===== src/rtl/rf_wb_arbiter_if.sv =====
// Writeback handshake and register-file write port bundle.
// master = requesters/rf side, slave = arbiter side.
interface rf_wb_arbiter_if #(
    parameter int DATA_W = 32,
    parameter int ADDR_W = 5
);
    logic              i_hold;
    logic              i_req0_valid;
    logic [ADDR_W-1:0] i_req0_addr;
    logic [DATA_W-1:0] i_req0_data;
    logic              o_req0_ready;
    logic              i_req1_valid;
    logic [ADDR_W-1:0] i_req1_addr;
    logic [DATA_W-1:0] i_req1_data;
    logic              o_req1_ready;
    logic              o_rd_wen;
    logic [ADDR_W-1:0] o_rd_waddr;
    logic [DATA_W-1:0] o_rd_wdata;

    modport master (
        output i_hold,
        output i_req0_valid, i_req0_addr, i_req0_data,
        input  o_req0_ready,
        output i_req1_valid, i_req1_addr, i_req1_data,
        input  o_req1_ready,
        input  o_rd_wen, o_rd_waddr, o_rd_wdata
    );

    modport slave (
        input  i_hold,
        input  i_req0_valid, i_req0_addr, i_req0_data,
        output o_req0_ready,
        input  i_req1_valid, i_req1_addr, i_req1_data,
        output o_req1_ready,
        output o_rd_wen, o_rd_waddr, o_rd_wdata
    );
endinterface


===== src/rtl/rf_wb_arbiter.sv =====
// Register-file writeback arbiter: fixed priority to req0 with a
// starvation override for req1. Optional stats via RF_WB_STATS_EN.
module rf_wb_arbiter #(
    parameter int DATA_W       = 32,
    parameter int ADDR_W       = 5,
    parameter int STARVE_LIMIT = 4
) (
    input  logic        i_clk,
    input  logic        i_rst_n,
    rf_wb_arbiter_if.slave bus,
    output logic [15:0] o_grant0_cnt,
    output logic [15:0] o_grant1_cnt,
    output logic [15:0] o_conflict_cnt
);
    localparam int SW = $clog2(STARVE_LIMIT + 1);
    localparam logic [SW-1:0] LIM = SW'(STARVE_LIMIT);

    logic [SW-1:0]     starve_q, starve_d;
    logic              wen_q, wen_d;
    logic [ADDR_W-1:0] waddr_q, waddr_d;
    logic [DATA_W-1:0] wdata_q, wdata_d;
    logic              gnt0, gnt1;
    logic              v0, v1;

    assign v0 = bus.i_req0_valid;
    assign v1 = bus.i_req1_valid;

    // Grant decision: stall, then starvation override, then fixed priority
    always_comb begin
        gnt0 = 1'b0;
        gnt1 = 1'b0;
        priority case (1'b1)
            bus.i_hold:              ;
            (v1 && starve_q == LIM): gnt1 = 1'b1;
            v0:                      gnt0 = 1'b1;
            v1:                      gnt1 = 1'b1;
            default:                 ;
        endcase
    end

    assign bus.o_req0_ready = gnt0;
    assign bus.o_req1_ready = gnt1;

    // Next-state for starvation counter and output stage
    always_comb begin
        starve_d = starve_q;
        wen_d    = 1'b0;
        waddr_d  = waddr_q;
        wdata_d  = wdata_q;
        if (!bus.i_hold) begin
            if (gnt1 || !v1)
                starve_d = '0;
            else if (starve_q != LIM)
                starve_d = starve_q + 1'b1;
        end
        if (gnt0) begin
            waddr_d = bus.i_req0_addr;
            wdata_d = bus.i_req0_data;
            wen_d   = (bus.i_req0_addr != '0);
        end else if (gnt1) begin
            waddr_d = bus.i_req1_addr;
            wdata_d = bus.i_req1_data;
            wen_d   = (bus.i_req1_addr != '0);
        end
    end

    // Registered write port and starvation state
    always_ff @(posedge i_clk or negedge i_rst_n) begin
        if (!i_rst_n) begin
            starve_q <= '0;
            wen_q    <= 1'b0;
            waddr_q  <= '0;
            wdata_q  <= '0;
        end else begin
            starve_q <= starve_d;
            wen_q    <= wen_d;
            waddr_q  <= waddr_d;
            wdata_q  <= wdata_d;
        end
    end

    assign bus.o_rd_wen   = wen_q;
    assign bus.o_rd_waddr = waddr_q;
    assign bus.o_rd_wdata = wdata_q;

`ifdef RF_WB_STATS_EN
    logic [15:0] g0_q, g1_q, cf_q;

    // Wrapping accept and conflict counters
    always_ff @(posedge i_clk or negedge i_rst_n) begin
        if (!i_rst_n) begin
            g0_q <= '0;
            g1_q <= '0;
            cf_q <= '0;
        end else begin
            if (gnt0)
                g0_q <= g0_q + 16'd1;
            if (gnt1)
                g1_q <= g1_q + 16'd1;
            if (v0 && v1 && !bus.i_hold)
                cf_q <= cf_q + 16'd1;
        end
    end

    assign o_grant0_cnt   = g0_q;
    assign o_grant1_cnt   = g1_q;
    assign o_conflict_cnt = cf_q;
`else
    assign o_grant0_cnt   = 16'h0;
    assign o_grant1_cnt   = 16'h0;
    assign o_conflict_cnt = 16'h0;
`endif
endmodule

===== src/flat_wrapper.sv =====
// flat-port wrapper written by rule: the top's interface ports become plain ports
module rf_wb_arbiter_flat 
#(
    parameter int DATA_W       = 32,
    parameter int ADDR_W       = 5,
    parameter int STARVE_LIMIT = 4
)
  (i_clk, i_rst_n, o_grant0_cnt, o_grant1_cnt, o_conflict_cnt, bus_i_hold, bus_i_req0_valid, bus_i_req0_addr, bus_i_req0_data, bus_o_req0_ready, bus_i_req1_valid, bus_i_req1_addr, bus_i_req1_data, bus_o_req1_ready, bus_o_rd_wen, bus_o_rd_waddr, bus_o_rd_wdata);
  rf_wb_arbiter_if #(.DATA_W(DATA_W), .ADDR_W(ADDR_W)) bus_i ();
  input  logic i_clk;
  input  logic i_rst_n;
  output logic [15:0] o_grant0_cnt;
  output logic [15:0] o_grant1_cnt;
  output logic [15:0] o_conflict_cnt;
  input wire logic [$bits(bus_i.i_hold)-1:0] bus_i_hold;
  input wire logic [$bits(bus_i.i_req0_valid)-1:0] bus_i_req0_valid;
  input wire logic [$bits(bus_i.i_req0_addr)-1:0] bus_i_req0_addr;
  input wire logic [$bits(bus_i.i_req0_data)-1:0] bus_i_req0_data;
  output wire logic [$bits(bus_i.o_req0_ready)-1:0] bus_o_req0_ready;
  input wire logic [$bits(bus_i.i_req1_valid)-1:0] bus_i_req1_valid;
  input wire logic [$bits(bus_i.i_req1_addr)-1:0] bus_i_req1_addr;
  input wire logic [$bits(bus_i.i_req1_data)-1:0] bus_i_req1_data;
  output wire logic [$bits(bus_i.o_req1_ready)-1:0] bus_o_req1_ready;
  output wire logic [$bits(bus_i.o_rd_wen)-1:0] bus_o_rd_wen;
  output wire logic [$bits(bus_i.o_rd_waddr)-1:0] bus_o_rd_waddr;
  output wire logic [$bits(bus_i.o_rd_wdata)-1:0] bus_o_rd_wdata;
  assign bus_i.i_hold = bus_i_hold;
  assign bus_i.i_req0_valid = bus_i_req0_valid;
  assign bus_i.i_req0_addr = bus_i_req0_addr;
  assign bus_i.i_req0_data = bus_i_req0_data;
  assign bus_o_req0_ready = bus_i.o_req0_ready;
  assign bus_i.i_req1_valid = bus_i_req1_valid;
  assign bus_i.i_req1_addr = bus_i_req1_addr;
  assign bus_i.i_req1_data = bus_i_req1_data;
  assign bus_o_req1_ready = bus_i.o_req1_ready;
  assign bus_o_rd_wen = bus_i.o_rd_wen;
  assign bus_o_rd_waddr = bus_i.o_rd_waddr;
  assign bus_o_rd_wdata = bus_i.o_rd_wdata;
  rf_wb_arbiter #(.DATA_W(DATA_W), .ADDR_W(ADDR_W), .STARVE_LIMIT(STARVE_LIMIT)) u_core (.i_clk(i_clk), .i_rst_n(i_rst_n), .bus(bus_i), .o_grant0_cnt(o_grant0_cnt), .o_grant1_cnt(o_grant1_cnt), .o_conflict_cnt(o_conflict_cnt));
endmodule

===== config.mk =====
export PLATFORM = sky130hd
export DESIGN_NAME = rf_wb_arbiter_flat
export DESIGN_NICKNAME = d
export VERILOG_FILES = /design/src/rtl/rf_wb_arbiter_if.sv /design/src/rtl/rf_wb_arbiter.sv /design/src/flat_wrapper.sv
export SDC_FILE = /design/constraint.sdc
export NUM_CORES = 1
export LEC_CHECK = 0
export BUFFER_PORTS_ARGS = -buffer_cell sky130_fd_sc_hd__buf_2
export CAP_MARGIN = 20
export CORE_ASPECT_RATIO = 0.9
export CORE_MARGIN = 10
export CORE_UTILIZATION = 46
export DETAILED_ROUTE_END_ITERATION = 10
export PLACE_DENSITY = 0.94
export SYNTH_ARGS = -nofsm -noshare
export SYNTH_HDL_FRONTEND = slang
export SYNTH_SLANG_ARGS = --single-unit

===== constraint.sdc =====
create_clock -name i_clk -period 2.7 [get_ports i_clk]
set_clock_uncertainty 0.15 [all_clocks]
set_input_delay 0.27 -clock i_clk [delete_from_list [all_inputs] [get_ports i_clk]]
set_output_delay 0.27 -clock i_clk [all_outputs]
set_load 0.01 [all_outputs]

Word-level counts from Yosys, hierarchy flattened
Index checks and enable logic that the tools add are counted.

operators by class
  $add $sub $neg = 1
  multipliers = 0
  div/mod/pow operators = 0
  $lt $le $gt $ge = 0
  eq/ne operators = 2
  shift operators = 0
  muxes and demuxes = 15
  bitwise gates (word level) = 1
  reductions and logical operators = 8

operator list
  cell                 count
  $mux 32              2
  $mux 5               2
  $reduce_bool 5->1    2
  $mux 1               9
  $mux 3               2
  $reduce_bool 2->1    2
  $add 3x1->3 const B  1
  $eq 3x3->1 const B   1
  $ne 3x3->1 const B   1
  $reduce_and 2->1     1
  $logic_and 1x1->1    1
  $logic_not 1->1      1
  $logic_or 1x1->1     1
  $not 1->1            1

word-level totals
  register bits after elaboration = 41
  bits in latches = 0
  RAM bits = 0
  memory bits (read-only) = 0
  input bits = 79
  output and inout port bits = 88
  memories kept = 0

Longest topological paths before layout
Gate-level depths: netlist (run 1).

  depth after elaboration = 7
  mapped depth = 7

Worst setup path before layout (run 1)
Ideal clock, no wire load.

  path type = register -> output
  from = register u_core.starve_q[0]
  to = output bus_o_req1_ready
  arrival = 1068 ps
  setup slack = 1212 ps
  cell stages (with the launch flop) = 5
  buffers on the path = 0
  path through = dfrtp_1 inv_1 ha_1 a21boi_0 nor3b_1

on the way
  cells in the longest elaborated chain, start to end = 4

ends and longest elaborated chain
  element                 line                 source
  from (decl)             rf_wb_arbiter.sv:18  logic [SW-1:0] starve_q, starve_d;
  from (signal assigned)  rf_wb_arbiter.sv:75  starve_q <= starve_d;
  $eq 3x3->1              rf_wb_arbiter.sv:34  (v1 && starve_q == LIM): gnt1 = 1'b1;
  $logic_and 1x1->1       rf_wb_arbiter.sv:34
  $mux 1 (2 in a row)     rf_wb_arbiter.sv:32  priority case (1'b1)
  to (decl)               flat_wrapper.sv:23   output wire logic [$bits(bus_i.o_req1_ready)-1:0] bus_o_req1_ready;

Every way passes these cells.

Worst setup path after layout (run 1)
Ends and elaborated chain as after synthesis.

==> qor.csv, run 1 <==
metric,value,unit
status,"complete, no violations",
Final Cycle Share,76.7,%
"commonest non-fill, non-tap cell in the layout",buf_2,
Max-Cap Viols,0,
Async SR Flop Fraction,100,%
slew at the pin closest to its max-slew limit,0.916,ns
YS warnings,0,
#FFs+latches synth,41,
# port buffers,118,
IO Count,167,
Power Density,549,nW/um^2
Slew Limit Headroom,38.9,%
post-place setup slack,0.846,ns
antenna violations before repair,0,
Hold Crit Depth,3,
Worst-Skew Late Latency,0.29,ns
Post-synth EDFFs,0,
final setup fails,0,
pins over their slew limit,0,
Num CTS Buffers,5,
CTS tree,built,
Fin. Hold Viols,0,
Clock Pin Slew Worst Setup and Hold Paths,0.08,ns
Vias per Instance,4.98,
Syn-to-layout area delta,20.9,%
mean post-synth cell area,8.71,sq um
GRT Overall Usage,15.9,%
hold wc startpoint,bus_i_req0_data[26],
post-detail-place hpwl,5660,um
Worst Setup Start Kind,register,
worst setup margin,0.629,ns
unrepaired setup endpoints after global routing,false,
CP required,2.28,ns
first-pass GRT wire length,11900,um
clock sink total,41,
r2r worst-path depth,6,
Peak Freq,0.483,GHz
Initial DRT Pass Iterations,4,
DR DRC count,0,
R2R setup slack,0.84,ns
most frequent cells in the layout,"118 x buf_2, 79 x nand2_1, 48 x conb_1",
finished layout cell area,3020,sq um
die area,8790,sq um
dpl cell area,2900,sq um
Leak,1.57,nW
total number of H-tree levels,2,
Antenna Cells,0,
Initial DRC Count,141,
crit path time final,2.07,ns
Crit Path Class,reg -> out,
WHS Endpoint,u_core.bus.o_rd_wdata[26],
die width,97.7,um
share of layout cells above drive strength 1,36.3,%
post-CTS resize count,0,
vias,2312,
Critical Path AT,1.65,ns
Die Ht,90.0,um
vias in the first global route,2384,
Mapped Area,2500,sq um
crit-path max FO,4,
pin count of the biggest net entering global routing,42,
predominant post-synthesis flop cell,dfrtp_1,
reg2reg end,u_core.bus.o_rd_wdata[0],
Initial Util,47.6,%
drt total wl,7300,um
Final Wtd Congestion,0.795,
Final #Nets,477,
VDD IR max,0.241,mV
"Seq/Total Area, Yosys",41.0,%
Fin Hold WS,0.0659,ns
met1 Track Usage GR,18.7,%
CP Capture Type,primary output,
fill cell count,474,
Netlist cell types,25,
setup TNS,0,ns
clock buffer depth,2,
grt met2 use,26.3,%
GRT met3 Usage,6.50,%
number of nets with antenna violations after routing,0,
Cells after Synth,287,
drt wl/cell,15.7,um
reg2reg start,u_core.starve_q[0],
worst hold path type,in -> reg,
Final Core Density,57.5,%
"Most Used Layer, Global Route",met2,
total grt overflow,0,
row cnt,25,
Core ar.,5260,sq um
Root Driver,clkbuf_8,
## layer usage
layer  vias up  wire length [um]
met4         0                68
met2       128              3560
met1      1085              2940
met3         8               725
met5         -                 0
li1       1091                 -
## registers in the layout (all words and copies together), names as in the netlist
register	flops
u_core.starve_q	3
u_core.bus.o_rd_wen	1
u_core.bus.o_rd_waddr	5
u_core.bus.o_rd_wdata	32
## what timing repair did
action,4_1_cts,5_1_grt
setup buffers,0,0
endpoints found under the hold margin,41,0
hold buffers,1,0
## area by class of cell
cell class	count	area (sq um)	share of cell area [%]
multi-input combinational	222	1150	38.1
sequential	41	1030	33.9
timing repair buffer	124	638	21.1
clock buffer	7	86.3	2.86
tap	67	83.8	2.77
clock inverter	1	30.0	0.993
inverter	2	7.51	0.248
## where the power goes
group          total [mW]  internal (mW)  switching, mW
Sequential          0.737          0.694         0.0421
Clock               0.507          0.301          0.206
Combinational       0.416          0.170          0.246
Total                1.66           1.17          0.494
## synth_stat cells (2+ instances only)
library cell / number / area, sq um
nand2_1: 79 / 297
buf_4: 49 / 368
clkbuf_1: 3 / 11.3
nor2_1: 2 / 7.51
nand3_1: 40 / 200
dfrtp_1: 41 / 1030
nor3b_1: 2 / 15.0
o211ai_1: 28 / 210
o211ai_2: 10 / 125
inv_1: 2 / 7.51
buf_6: 6 / 67.6
buf_2: 11 / 55.1
ha_1: 2 / 25.0
## critical path: stages, from the launching register on
cell and delay (ns):
dfrtp_1 0.40, inv_1 0.06, ha_1 0.21, a21boi_0 0.44, nor3b_1 0.09, buf_2 0.16
## metrics by stage
step | total power [mW] | std cells
after floorplan | 1.03 | 334
after global placement | 1.15 | 455
after detailed placement | 1.17 | 455
after CTS | 1.68 | 464
after global routing | 1.76 | 464
final | 1.66 | 464
## cells by family (layout without fill, tap and decap cells)
kind of cell	after synthesis	in the layout	share of synthesized area, %
AO/OA/AOI/OAI	44	44	15.3
adder cells (fa/ha/maj)	2	2	1.00
buffers and inverters	71	134	20.4
flip-flops	41	41	41.0
other	1	48	0.150
AND/OR/NAND/NOR	128	128	22.2
## worst max-delay path by stage
stage	start	cells past startpoint	to
after CTS	u_core.starve_q[0]	5	bus_o_req1_ready
after detailed placement	u_core.starve_q[0]	6	u_core.bus.o_rd_wdata[0]
final	u_core.starve_q[0]	5	bus_o_req1_ready
after global routing	u_core.starve_q[0]	5	bus_o_req1_ready
after floorplan	u_core.starve_q[0]	4	bus_o_req1_ready
after global placement	u_core.starve_q[0]	6	u_core.bus.o_rd_wdata[18]
Power figures use the tool's default switching activity.
==> run 2: changes to the inputs <==
- CORE_UTILIZATION: 46 -> 38
- PLACE_DENSITY: 0.94 -> 0.84
- clock period: 2.7 -> 1.81 ns (I/O delays scaled with it)
==> run 2 against run 1 <==
Net effect: critical path depth did not move; largest power group unchanged; count of clock-buffer cells in the layout is the same; cell count rose by 14%.
==> qor.csv, run 2 (synthesis results as in run 1) <==
metric,value,unit,change
Syn-to-layout area delta,41.3,%,
vias,2516,,+8.8%
GRT Overall Usage,16.5,%,+0.64 points
status,"complete, no violations",,
Largest register FFs,32,,unchanged
most frequent cells in the layout,"118 x buf_2, 79 x nand2_1, 48 x conb_1",,
Initial Util,40.0,%,-7.6 points
DR DRC count,0,,unchanged
drt wl/cell,16.7,um,+6.1%
Antenna Cells,0,,unchanged
pin count of the biggest net entering global routing,39,,-7.1%
"commonest non-fill, non-tap cell in the layout",buf_2,,
vias in the first global route,2716,,+14%
number of nets with antenna violations after routing,0,,unchanged
Initial DRT Pass Iterations,4,,unchanged
IO Count,167,,unchanged
Power Density,692,nW/um^2,+26%
drt total wl,8800,um,+21%
clock buffer depth,2,,unchanged
Worst-Skew Late Latency,0.28,ns,about the same
total number of H-tree levels,2,,unchanged
post-detail-place hpwl,6040,um,+6.7%
CTS tree,built,,
VDD IR max,0.424,mV,+76%
pins over their slew limit,0,,unchanged
total grt overflow,0,,unchanged
clock sink total,41,,unchanged
Clock Pin Slew Worst Setup and Hold Paths,0.08,ns,about the same
Vias per Instance,4.77,,-4.2%
crit path time final,1.75,ns,
placed cell count,478,,+5.1%
Peak Freq,0.572,GHz,
Max-Cap Viols,0,,unchanged
Final #Nets,521,,+9.2%
r2r worst-path depth,7,,+1
Leak,1.77,nW,+13%
CP Capture Type,primary output,,
Hold Crit Depth,3,,unchanged
worst hold path type,in -> reg,,
# port buffers,118,,unchanged
row cnt,27,,+8.0%
Crit Path Class,reg -> out,,
final setup fails,0,,unchanged
CP required,1.48,ns,-0.80 ns
antenna violations before repair,0,,unchanged
Initial DRC Count,99,,-30%
fin cells,527,,+14%
Root Driver,clkbuf_8,,
Final Wtd Congestion,0.766,,-3.6%
Worst Setup Start Kind,register,,
first-pass GRT wire length,14100,um,+18%
die width,106,um,+8.0%
Die Ht,97.0,um,+7.8%
Critical Path AT,1.42,ns,-0.23 ns
Num CTS Buffers,5,,unchanged
crit-path max FO,4,,unchanged
Fin Hold WS,0.00525,ns,-0.0606 ns
Core ar.,6250,sq um,+19%
die area,10200,sq um,+16%
share of layout cells above drive strength 1,34.8,%,-1.5 points
Final Cycle Share,96.6,%,
Fin. Hold Viols,0,,unchanged
[run 2: cell count changes in the layout (fill, tap and decap cells not counted), sizes merged]
cell,delta
and2,+1
bufinv,-1
buf,+5
dlygate4sd3,+38
[run 2: repair_timing]
| action | CTS | global route |
|---|---|---|
| hold buffers | 39 | 0 |
| cloned | 1 | 0 |
| hold endpoints to repair | 46 | 0 |
| pin swaps | 1 | 2 |
| setup endpoints to repair | 2 | 8 |
| setup buffers | 2 | 0 |
| resized for setup | 3 | 5 |
[run 2: area by class of cell]
class	count	area [sq um]
Multi-Input combinational cell	223	1200
Sequential cell	41	1030
Timing Repair Buffer	167	1110
Clock buffer	7	86.3
Fill cell	557	2720
Inverter	2	7.51
Tap cell	87	109
[run 2: critical path, cell delays in order (launching register included)]
cell and delay, ns:
dfrtp_1 0.41, inv_1 0.11, ha_4 0.17, nand3_4 0.10
and2_4 0.19, buf_2 0.14
[run 2: worst paths after layout]
path                                                 from  slack [ns]                         to
worst max-delay path                   u_core.starve_q[0]        0.06           bus_o_req0_ready
worst max register to register         u_core.starve_q[0]        0.08   u_core.bus.o_rd_wdata[3]
max in group asynchronous                         i_rst_n        0.80  u_core.bus.o_rd_wdata[25]
worst min-delay path                  bus_i_req0_data[25]       0.005  u_core.bus.o_rd_wdata[25]
worst min register to register  u_core.bus.o_rd_wdata[20]        0.35  u_core.bus.o_rd_wdata[20]
min in group asynchronous                         i_rst_n        0.22  u_core.bus.o_rd_wdata[11]
[run 2: stage by stage]
| step | cell area (sq um) | setup WS (ns) | TNS (ns) | total power, mW | utilization (%) |
|---|---|---|---|---|---|
| 6_report | 3530 | 0.0608 | 0 | 2.45 | 56.6 |
| 4_1_cts | 3500 | 0.0125 | 0 | 2.44 | 56.0 |
| 2_1_floorplan | 2680 | 0.325 | 0 | 1.54 | - |
| 3_5_place_dp | 2990 | 0.0645 | 0 | 1.76 | 47.9 |
| 5_1_grt | 3530 | -0.00505 | -0.00850 | 2.60 | 56.6 |
| 3_3_place_gp | 2990 | 0.117 | 0 | 1.74 | 47.9 |
[run 2: where the power goes]
group	internal, mW	total [mW]	switching (mW)	leakage, nW
Clock	0.303	0.609	0.306	0.0443
Sequential	1.04	1.10	0.0645	0.492
Combinational	0.333	0.736	0.403	1.23
Total	1.67	2.45	0.774	1.77
[run 2: per-layer routing]
metal	vias up	global-route usage (%)	routed length, um
met5	-	0	0
li1	1183	-	-
met4	0	4.03	116
met1	1187	18.8	3490
met3	13	6.09	803
met2	133	28.5	4390
==> run 3: changes to the inputs <==
- CORE_ASPECT_RATIO: 0.9 -> 0.75
==> run 3 against run 2 <==
Net effect: via count is 2.1% higher; register-to-register slack better by 0.02 ns; power is 7.1% higher; critical path depth is 1 higher; wire length is 3.4% higher; global-route usage is 0.16 points higher; non-clock buffer count is 6 higher; count of clock-buffer cells in the layout stayed put; setup slack worse by 0.026 ns; die area is 0.29% higher; combinational power is 2% higher; cell count stayed put.
==> qor.csv, run 3 (synthesis results as in run 1) <==
metric,value,unit,change
# port buffers,118,,unchanged
Initial DRC Count,200,,+100%
clock power share,29.3,%,+4.4 points
pin count of the biggest net entering global routing,39,,unchanged
CP Capture Type,primary output,,
DR DRC count,0,,unchanged
CP max stage cell,dfrtp_1,,
Slew Limit Headroom,36.5,%,
Max-Cap Viols,0,,unchanged
Pint,1.83,mW,+9.3%
vias in the first global route,2778,,+2.3%
drt total wl,9090,um,+3.4%
Root Driver,clkbuf_8,,
fin cells,527,,unchanged
Leak,1.81,nW,+2.0%
switch share,30.2,%,-1.4 points
total number of H-tree levels,2,,unchanged
Clock Pin Slew Worst Setup and Hold Paths,0.08,ns,about the same
total grt overflow,0,,unchanged
Seq pwr share,42.1,%,-2.9 points
Antenna Cells,0,,unchanged
Fin. Hold Viols,0,,unchanged
status,"complete, no violations",,
Vias per Instance,4.87,,+2.1%
final setup fails,0,,unchanged
Critical Path AT,1.44,ns,+0.02 ns
placed cell count,471,,-1.5%
Comb pwr share,28.6,%,-1.5 points
crit path time final,1.78,ns,+0.0262 ns
Num CTS Buffers,5,,unchanged
antenna violations before repair,0,,unchanged
clock buffer depth,2,,unchanged
vias,2568,,+2.1%
Initial Util,39.4,%,-0.63 points
die width,114,um,+7.7%
finished layout cell area,3620,sq um,+2.3%
Core ar.,6350,sq um,+1.6%
NetSw,791,uW,+2.3%
CTS tree,built,,
first-pass GRT wire length,14300,um,+0.98%
cell chain of the critical path,inv_2 > ha_4 > nand3_4 > and2_4 > buf_12 > buf_6,,
Die Ht,90.3,um,-6.9%
Worst Setup Start Kind,register,,
IO Count,167,,unchanged
share of layout cells above drive strength 1,34.8,%,about the same
DR WL met3,800,um,-0.37%
GRT Overall Usage,16.7,%,+0.16 points
row cnt,25,,-7.4%
crit-path max FO,17,,+13
sum of buffers and inverters on the critical path,3,,+1
most frequent cells in the layout,"117 x buf_2, 79 x nand2_1, 48 x conb_1",,
CP max stage delay,0.41,ns,about the same
"commonest non-fill, non-tap cell in the layout",buf_2,,
Final Cycle Share,98.1,%,+1.4 points
drt wl/cell,17.3,um,+3.4%
number of nets with antenna violations after routing,0,,unchanged
unrepaired setup endpoints after global routing,true,,
slew at the pin closest to its max-slew limit,0.950,ns,
Power Density,724,nW/um^2,+4.6%
dpl cell area,2990,sq um,-0.25%
worst hold path type,in -> reg,,
die area,10300,sq um,+0.29%
Largest register FFs,32,,unchanged
Final Wtd Congestion,0.772,,+0.76%
VDD IR max,0.333,mV,-21%
met1 wire length,3470,um,-0.52%
Syn-to-layout area delta,44.6,%,
"delay-heaviest family, CP",flip-flops,,
Final #Nets,526,,+0.96%
Crit Path Class,reg -> out,,
Peak Freq,0.563,GHz,-1.5%
CP required,1.48,ns,about the same
Top Layer Used,met4,,
Worst-Skew Late Latency,0.29,ns,about the same
clock sink total,41,,unchanged
pins over their slew limit,0,,unchanged
Initial DRT Pass Iterations,4,,unchanged
metal2 WL,4700,um,+6.9%
post-detail-place hpwl,6130,um,+1.5%
[run 3: cell count changes in the layout (fill, tap and decap cells not counted), sizes merged]
| cell | change |
|---|---|
| dlygate4sd3 | +6 |
| and2 | -1 |
| bufinv | +1 |
[run 3: final cells by class]
type | instances | area [sq um]
tap | 81 | 101
sequential | 41 | 1030
clock buffer | 7 | 86.3
timing repair buffer | 173 | 1170
fill | 559 | 2730
inverter | 2 | 7.51
multi-input combinational | 222 | 1190
clock inverter | 1 | 30.0
[run 3: what timing repair did]
action | CTS | global route
endpoints found under the setup margin | 2 | 9
setup buffers | 3 | 0
endpoints found under the hold margin | 50 | 0
hold buffers | 45 | 0
gates resized for setup | 4 | 6
pin swaps | 2 | 1
[run 3: worst min-delay path, cell delays in order]
cell	delay, ns
buf_2	0.10
nand2_1	0.04
o211ai_1	0.08
[run 3: stage by stage]
step	util (%)	worst slack, ns	total power, mW	hold WS [ns]	TNS (ns)
2_1_floorplan	-	0.325	1.54	-0.265	0
6_report	57.0	0.0346	2.62	0.00286	0
3_3_place_gp	47.0	0.131	1.74	0.0243	0
3_5_place_dp	47.0	0.0727	1.76	0.0314	0
5_1_grt	57.0	-0.0471	2.77	0.00245	-0.0606
4_1_cts	56.5	0.00472	2.63	0.000333	0
[run 3: worst paths after layout]
kind / from / to / slack, ns / cells past startpoint
min in group asynchronous: i_rst_n / u_core.bus.o_rd_wdata[7] / 0.24 / 2
max in group asynchronous: i_rst_n / u_core.bus.o_rd_wdata[29] / 0.77 / 3
worst min-delay path: bus_i_req1_data[14] / u_core.bus.o_rd_wdata[14] / 0.003 / 3
worst max-delay path: u_core.starve_q[0] / bus_o_req0_ready / 0.03 / 6
worst min register to register: u_core.bus.o_rd_wdata[27] / u_core.bus.o_rd_wdata[27] / 0.35 / 2
worst max register to register: u_core.starve_q[0] / u_core.bus.o_rd_wdata[8] / 0.10 / 7
[run 3: power by group through the flow]
| stage | Combinational, mW | Clock [mW] | Sequential (mW) |
|---|---|---|---|
| final | 0.750 | 0.767 | 1.10 |
| after global routing | 0.825 | 0.830 | 1.12 |
| after CTS | 0.735 | 0.795 | 1.10 |
| after detailed placement | 0.650 | 0 | 1.11 |
| after global placement | 0.630 | 0 | 1.11 |
| after floorplan | 0.363 | 0 | 1.17 |
[run 3: routing by layer]
metal  GRT usage, %  vias up
li1               -     1193
met1           17.7     1224
met2           29.7      139
met3           6.44       12
met4           4.96        0
met5              0        -
